[src/rtl/clock_pkg.sv]
// Shared constants, encodings and wrap-around helpers for the clock timekeeper.
// Hours run 0..11, minutes and seconds 0..59, alarm minutes in steps of ten.
package clock_pkg;

   localparam logic [3:0] MAX_HOUR    = 4'd11;
   localparam logic [5:0] MAX_MIN     = 6'd59;
   localparam logic [5:0] MAX_SEC     = 6'd59;
   localparam logic [5:0] AL_MIN_STEP = 6'd10;
   localparam logic [5:0] AL_MIN_LAST = 6'd50;

   typedef enum logic {
      TGT_TIME  = 1'b0,
      TGT_ALARM = 1'b1
   } target_t;

   typedef enum logic {
      IDLE = 1'b0,
      RING = 1'b1
   } alarm_state_t;

   function automatic logic [3:0] inc_hour(input logic [3:0] h);
      return (h >= MAX_HOUR) ? 4'd0 : h + 4'd1;
   endfunction

   function automatic logic [5:0] inc_60(input logic [5:0] v);
      return (v >= MAX_SEC) ? 6'd0 : v + 6'd1;
   endfunction

   function automatic logic [5:0] inc_al_min(input logic [5:0] v);
      return (v >= AL_MIN_LAST) ? 6'd0 : v + AL_MIN_STEP;
   endfunction

endpackage

[src/rtl/button_debouncer.sv]
// Two-flop synchronizer plus run-length filter for one raw push button.
// A new level is accepted after DEBOUNCE_CYCLES consecutive differing samples.
module button_debouncer #(
   parameter int DEBOUNCE_CYCLES = 250_000
) (
   input  logic clk,
   input  logic reset,
   input  logic btn_raw,
   output logic level,
   output logic press
);

   localparam int CW = $clog2(DEBOUNCE_CYCLES + 1);

   logic          sync1_r;
   logic          sync2_r;
   logic          level_r;
   logic          press_r;
   logic [CW-1:0] cnt_r;

   // synchronize, then count how long the synchronized level disagrees with the accepted one
   always_ff @(posedge clk) begin
      if (!reset) begin
         sync1_r <= 1'b0;
         sync2_r <= 1'b0;
         level_r <= 1'b0;
         press_r <= 1'b0;
         cnt_r   <= {CW{1'b0}};
      end else begin
         sync1_r <= btn_raw;
         sync2_r <= sync1_r;
         press_r <= 1'b0;
         if (sync2_r == level_r) begin
            cnt_r <= {CW{1'b0}};
         end else if (cnt_r == CW'(DEBOUNCE_CYCLES - 1)) begin
            cnt_r   <= {CW{1'b0}};
            level_r <= sync2_r;
            press_r <= sync2_r;
         end else begin
            cnt_r <= cnt_r + CW'(1);
         end
      end
   end

   assign level = level_r;
   assign press = press_r;

endmodule

[src/rtl/clock_timekeeper.sv]
// 12-hour timekeeper with 1 Hz prescaler, button setting, ten-minute alarm and
// renderer refresh strobe. Presses win over a coincident tick, which is deferred.
module clock_timekeeper
   import clock_pkg::*;
#(
   parameter int TICK_DIV        = 25_000_000,
   parameter int DEBOUNCE_CYCLES = 250_000,
   parameter int RING_SECONDS    = 60
) (
   input  logic       clk,
   input  logic       reset,
   input  logic       btn_hour,
   input  logic       btn_min,
   input  logic       btn_mode,
   input  logic       alarm_en,
   output logic [3:0] hour,
   output logic [5:0] minute,
   output logic [5:0] second,
   output logic [3:0] al_hour,
   output logic [5:0] al_minute,
   output logic       slow_clk,
   output logic       set_alarm,
   output logic       alarm_ring
);

   localparam int PW   = $clog2(TICK_DIV);
   localparam int HALF = TICK_DIV / 2;
   localparam int HW   = $clog2(HALF + 1);
   localparam int RW   = $clog2(RING_SECONDS + 1);

   logic [PW-1:0] presc_r;
   logic          tick_pending_r;
   logic          slow_r;
   logic [HW-1:0] half_cnt_r;
   logic [3:0]    hour_r;
   logic [5:0]    minute_r;
   logic [5:0]    second_r;
   logic [3:0]    al_hour_r;
   logic [5:0]    al_minute_r;
   target_t       target_r;
   alarm_state_t  state_r;
   logic [RW-1:0] ring_cnt_r;
   logic          en1_r;
   logic          en_sync_r;

   logic          hour_press_s;
   logic          min_press_s;
   logic          mode_press_s;
   logic [2:0]    level_unused_s;
   logic          tick_s;
   logic          any_press_s;
   logic          time_min_s;
   logic          tick_due_s;
   logic          apply_tick_s;
   logic          pending_next_s;
   logic          match_s;
   logic [3:0]    hour_nx_s;
   logic [5:0]    min_nx_s;
   logic [5:0]    sec_nx_s;

   button_debouncer #(.DEBOUNCE_CYCLES(DEBOUNCE_CYCLES)) u_db_hour (
      .clk(clk), .reset(reset), .btn_raw(btn_hour), .level(level_unused_s[0]), .press(hour_press_s)
   );
   button_debouncer #(.DEBOUNCE_CYCLES(DEBOUNCE_CYCLES)) u_db_min (
      .clk(clk), .reset(reset), .btn_raw(btn_min), .level(level_unused_s[1]), .press(min_press_s)
   );
   button_debouncer #(.DEBOUNCE_CYCLES(DEBOUNCE_CYCLES)) u_db_mode (
      .clk(clk), .reset(reset), .btn_raw(btn_mode), .level(level_unused_s[2]), .press(mode_press_s)
   );

   // tick arbitration against presses, and the time one second later
   always_comb begin
      tick_s         = (presc_r == PW'(TICK_DIV - 1));
      any_press_s    = hour_press_s | min_press_s | mode_press_s;
      time_min_s     = min_press_s & (target_r == TGT_TIME);
      tick_due_s     = tick_s | tick_pending_r;
      apply_tick_s   = tick_due_s & ~any_press_s;
      pending_next_s = tick_due_s & any_press_s & ~time_min_s;
      sec_nx_s       = inc_60(second_r);
      if (second_r == MAX_SEC) begin
         min_nx_s = inc_60(minute_r);
         if (minute_r == MAX_MIN) begin
            hour_nx_s = inc_hour(hour_r);
         end else begin
            hour_nx_s = hour_r;
         end
      end else begin
         min_nx_s  = minute_r;
         hour_nx_s = hour_r;
      end
      match_s = (hour_nx_s == al_hour_r) && (min_nx_s == al_minute_r) &&
                (sec_nx_s == 6'd0) && en_sync_r;
   end

   // prescaler; a TIME minute press restarts the second
   always_ff @(posedge clk) begin
      if (!reset) begin
         presc_r        <= {PW{1'b0}};
         tick_pending_r <= 1'b0;
         en1_r          <= 1'b0;
         en_sync_r      <= 1'b0;
      end else begin
         tick_pending_r <= pending_next_s;
         en1_r          <= alarm_en;
         en_sync_r      <= en1_r;
         if (time_min_s || tick_s) begin
            presc_r <= {PW{1'b0}};
         end else begin
            presc_r <= presc_r + PW'(1);
         end
      end
   end

   // renderer strobe: high for HALF cycles from each applied tick
   always_ff @(posedge clk) begin
      if (!reset) begin
         slow_r     <= 1'b0;
         half_cnt_r <= {HW{1'b0}};
      end else if (apply_tick_s) begin
         slow_r     <= 1'b1;
         half_cnt_r <= HW'(HALF - 1);
      end else if (slow_r) begin
         if (half_cnt_r == {HW{1'b0}}) begin
            slow_r <= 1'b0;
         end else begin
            half_cnt_r <= half_cnt_r - HW'(1);
         end
      end else begin
         half_cnt_r <= {HW{1'b0}};
      end
   end

   // time, alarm setting and set target
   always_ff @(posedge clk) begin
      if (!reset) begin
         hour_r      <= 4'd0;
         minute_r    <= 6'd0;
         second_r    <= 6'd0;
         al_hour_r   <= 4'd0;
         al_minute_r <= 6'd0;
         target_r    <= TGT_TIME;
      end else if (any_press_s) begin
         if (target_r == TGT_TIME) begin
            if (hour_press_s) hour_r <= inc_hour(hour_r);
            if (min_press_s) begin
               minute_r <= inc_60(minute_r);
               second_r <= 6'd0;
            end
         end else begin
            if (hour_press_s) al_hour_r <= inc_hour(al_hour_r);
            if (min_press_s) al_minute_r <= inc_al_min(al_minute_r);
         end
         if (mode_press_s && (state_r == IDLE)) begin
            target_r <= (target_r == TGT_TIME) ? TGT_ALARM : TGT_TIME;
         end
      end else if (apply_tick_s) begin
         hour_r   <= hour_nx_s;
         minute_r <= min_nx_s;
         second_r <= sec_nx_s;
      end
   end

   // alarm FSM: only a tick can start ringing
   always_ff @(posedge clk) begin
      if (!reset) begin
         state_r    <= IDLE;
         ring_cnt_r <= {RW{1'b0}};
      end else begin
         case (state_r)
            IDLE: begin
               if (apply_tick_s && match_s) begin
                  state_r    <= RING;
                  ring_cnt_r <= {RW{1'b0}};
               end
            end
            RING: begin
               if (mode_press_s || !en_sync_r) begin
                  state_r <= IDLE;
               end else if (apply_tick_s) begin
                  if (ring_cnt_r == RW'(RING_SECONDS - 1)) begin
                     state_r <= IDLE;
                  end else begin
                     ring_cnt_r <= ring_cnt_r + RW'(1);
                  end
               end
            end
            default: state_r <= IDLE;
         endcase
      end
   end

   assign hour       = hour_r;
   assign minute     = minute_r;
   assign second     = second_r;
   assign al_hour    = al_hour_r;
   assign al_minute  = al_minute_r;
   assign slow_clk   = slow_r;
   assign set_alarm  = target_r;
   assign alarm_ring = (state_r == RING);

endmodule

[config.mk]
export PLATFORM = sky130hd
export DESIGN_NAME = clock_timekeeper
export DESIGN_NICKNAME = d
export VERILOG_FILES = /design/src/rtl/clock_pkg.sv /design/src/rtl/button_debouncer.sv /design/src/rtl/clock_timekeeper.sv
export SDC_FILE = /design/constraint.sdc
export NUM_CORES = 1
export LEC_CHECK = 0
export CORE_ASPECT_RATIO = 2
export CORE_MARGIN = 3
export CORE_UTILIZATION = 40
export CTS_CLUSTER_SIZE = 25
export DETAILED_ROUTE_END_ITERATION = 10
export GPL_ROUTABILITY_DRIVEN = 1
export HOLD_SLACK_MARGIN = 0.06
export PLACE_DENSITY = 0.64
export RECOVER_POWER = 100
export SLEW_MARGIN = 20
export SYNTH_ARGS = -nofsm -noshare
export SYNTH_HDL_FRONTEND = slang
export SYNTH_SLANG_ARGS = --single-unit
[constraint.sdc]
create_clock -name clk -period 3.4 [get_ports clk]
set_clock_uncertainty 0.1 [all_clocks]
set_input_delay 0.51 -clock clk [delete_from_list [all_inputs] [get_ports clk]]
set_output_delay 0.51 -clock clk [all_outputs]
set_load 0.05 [all_outputs]
==> results of run 1 <==
==> cell usage after synthesis (3+ instances only) <==
library cell,number,share of area (%)
a21oi_1,40,2.8
and2_1,10,0.86
and3_1,18,1.5
and4_1,3,0.36
and4b_1,3,0.41
buf_2,4,0.28
clkbuf_1,26,1.3
dfxtp_1,152,42
ha_1,11,1.9
inv_1,16,0.83
mux2i_1,6,0.83
nand2_1,76,3.9
nand2b_1,13,1.1
nand3_1,59,4.1
nand3b_1,6,0.62
nand4_1,17,1.5
nor2_1,148,7.6
nor2b_1,10,0.86
nor3_1,22,1.5
nor4_1,7,0.60
nor4b_1,6,0.72
o211ai_1,4,0.41
o21a_1,3,0.31
o21ai_0,30,2.1
o22ai_1,3,0.26
o311ai_0,6,0.72
o31ai_1,3,0.31
or3_1,15,1.3
or4_1,6,0.62
xnor2_1,44,5.3
xor2_1,57,6.9
==> area by class of cell <==
type / count / area [sq um] / share of cell area, %
Multi-Input combinational cell: 672 / 4024 / 47.96
Clock buffer: 17 / 425.4 / 5.070
Inverter: 16 / 60.06 / 0.7158
Sequential cell: 152 / 3043 / 36.27
Timing Repair Buffer: 40 / 371.6 / 4.429
Tap cell: 213 / 266.5 / 3.176
Clock inverter: 15 / 200.2 / 2.386
==> worst paths after layout <==
kind | start | slack, ns | endpoint | cells past startpoint
worst max-delay path | minute[0] | 0.39 | ring_cnt_r[4] | 8
worst max register to register | minute[0] | 0.39 | ring_cnt_r[4] | 8
worst min register to register | u_db_hour.sync1_r | 0.33 | u_db_hour.sync2_r | 1
worst min-delay path | u_db_hour.sync1_r | 0.33 | u_db_hour.sync2_r | 1
==> cells by family (layout without fill, tap and decap cells) <==
logic type,count (synthesis),in the layout
buffers and inverters,48,88
flip-flops,152,152
AND/OR/NAND/NOR,434,434
multiplexers,8,8
XOR/XNOR,101,101
other,1,1
AO/OA/AOI/OAI,117,117
adder cells (fa/ha/maj),11,11
==> power by group through the flow <==
stage / sequential [mW] / combinational, mW / clock, mW
detailed placement: 1.84 / 0.0770 / 0
CTS: 1.80 / 0.0774 / 2.05
global placement: 1.84 / 0.0764 / 0
finish: 1.80 / 0.0727 / 2.00
floorplan: 1.85 / 0.0453 / 0
global route: 1.80 / 0.0818 / 2.12
==> state kept, by name, summed over array words and instances (netlist names), 4 cells and up <==
| register | count |
|---|---|
| half_cnt_r | 24 |
| minute | 6 |
| u_db_hour.cnt_r | 18 |
| u_db_mode.cnt_r | 18 |
| presc_r | 25 |
| hour | 4 |
| u_db_min.cnt_r | 18 |
| al_hour | 4 |
| second | 6 |
| al_minute | 5 |
| ring_cnt_r | 6 |
==> worst max-delay path, stage by stage, from the launching register on <==
cell and delay (ns):
dfxtp_1 0.47, ha_1 0.38, o2111a_1 0.36, o211a_1 0.17, o311ai_0 0.14, nor4_1 0.47, nand4_4 0.23, o31a_1 0.35
o32ai_1 0.26
==> stage by stage <==
stage	hold WS, ns	power (mW)
global placement	0.3171	1.917
finish	0.3323	3.871
CTS	0.3349	3.930
detailed placement	0.3199	1.919
global route	0.3466	4.003
floorplan	0.3119	1.891
==> metal layers <==
metal	vias up	track usage [%]	wire (um)
li1	3082	-	-
met3	20	2.692	383
met1	2847	18.84	6575
met2	85	30.90	8583
met5	-	0	0
met4	0	7.643	349
==> summary.txt, run 1 <==
Area growth, synth to finish: 15.38%
DIE AREA: 0.01993 sq mm
Die Wd: 101.3 um
Io pins: 35
CP Data Required Time: 3.63 ns
Diodes inserted: 0
Overall Global Routing Usage: 16.96%
Largest net degree at the start of global routing: 26
P_sw: 824.5 uW
VDD IR max: 0.3723 mV
Post-synth EDFFs: 0
Worst Path Arrival: 3.24 ns
Vias in the first global route: 6037
P per Cell Area: 461.3 mW/mm^2
CTS Sinks: 152
Cell total after placement: 1093
Fmax: 332.3 MHz
Post-Synthesis Cell Area: 0.007272 sq mm
DR iter-0 viols: 321
Final worst slack: 0.3905 ns
CTS Hold Bufs: 0
Postcts setup bufs: 0
Routed len/inst: 14.13 um
Seq/Total Area, Yosys: 41.84%
Worst Hold Class: register to register
Dpl cell area: 0.007785 sq mm
Antenna violations before repair: 0
CORE AREA: 0.01778 sq mm
Sw frac: 21.30%
Final-stage net count: 916
Ys Warns: 0
WL final: 15.89 mm
Synth Area in Simple Gates: 29.63%
IO Port Bufs: 33
Internal power: 3.046 mW
Sum of negative setup slack: 0 ns
Post-Synth Adder-Cell Area: 1.893%
Register bit total from synthesis: 152
CTS tree: done
Final design utilization: 47.18%
Power share of the sequential group: 46.5%
Clk buf depth: 2
Combinational Power Share: 1.9%
Fin cells: 1125
Synthesized area per cell: 8.339 sq um
Post-DP HPWL: 11.42 mm
Worst-path fanout max: 9
Leakage power: 3.012 nW
Rel. slew slack: 6.642%
Largest family of logic cells by synthesized area: simple AND/OR/NAND/NOR gates
CTS Buf Count: 17
Clock latency on the worst-skew pair: 0.42 ns
Most common cell after layout, fill and taps aside: dfxtp_1
Root cell of the clock tree: clkbuf_16
Share of cells above drive strength 1: 5.154%
Final setup fails: 0
Post_cts resized: 0
Syn_nets: 889
Critical path launch point type: register
1st-pass router iterations: 5
CP Class: register to register
RePlAce Congestion: 0.8523
Outcome: finished, final reports clean
Hold Vio Cnt, Final: 0
Fillcell total: 1778
Async SR Flop Fraction: 0%
Clk slew on worst S/H paths: 0.06 ns
Multiplexer share of the synthesized area: 1.136%
Clk pwr share: 51.6%
Main synth FF type: dfxtp_1
Synth Area in Compound Gates: 10.58%
Vias: 6034
Syn Inst Count: 872
Slew @ Worst Pin: 1.400 ns
# DRC: 0
FP Rows: 69
Xor/xnor share of the synthesized area: 12.16%
GRT overflow: 0
Starting Density: 40.89%
Final Cell Area: 0.008391 sq mm
H-tree depth: 4
Die Y: 196.7 um
First-pass GRT wire length: 27.78 mm
Synth cell types: 68
Final Max Tran Viols: 0
Setup WS pre-CTS: 0.3860 ns
Max-cap viol count: 0
RSZ-0062 raised after global routing: false
Period Utilization, post-route: 88.51%
Commonest cells after routing, fill and taps aside: dfxtp_1 (152), nor2_1 (148), nand2_1 (76)
DR vias/cell: 5.364
Final antenna-violating net count: 0
Kind of end point of the critical path: register
Tmin final: 3.009 ns
(Power assumes the default switching activity.)
==> inputs of run 2 (changes only) <==
Settings changed: SLEW_MARGIN 20 to not set.
==> results of run 2 <==
Final layout, timing and power as in run 1 (identical DEF).
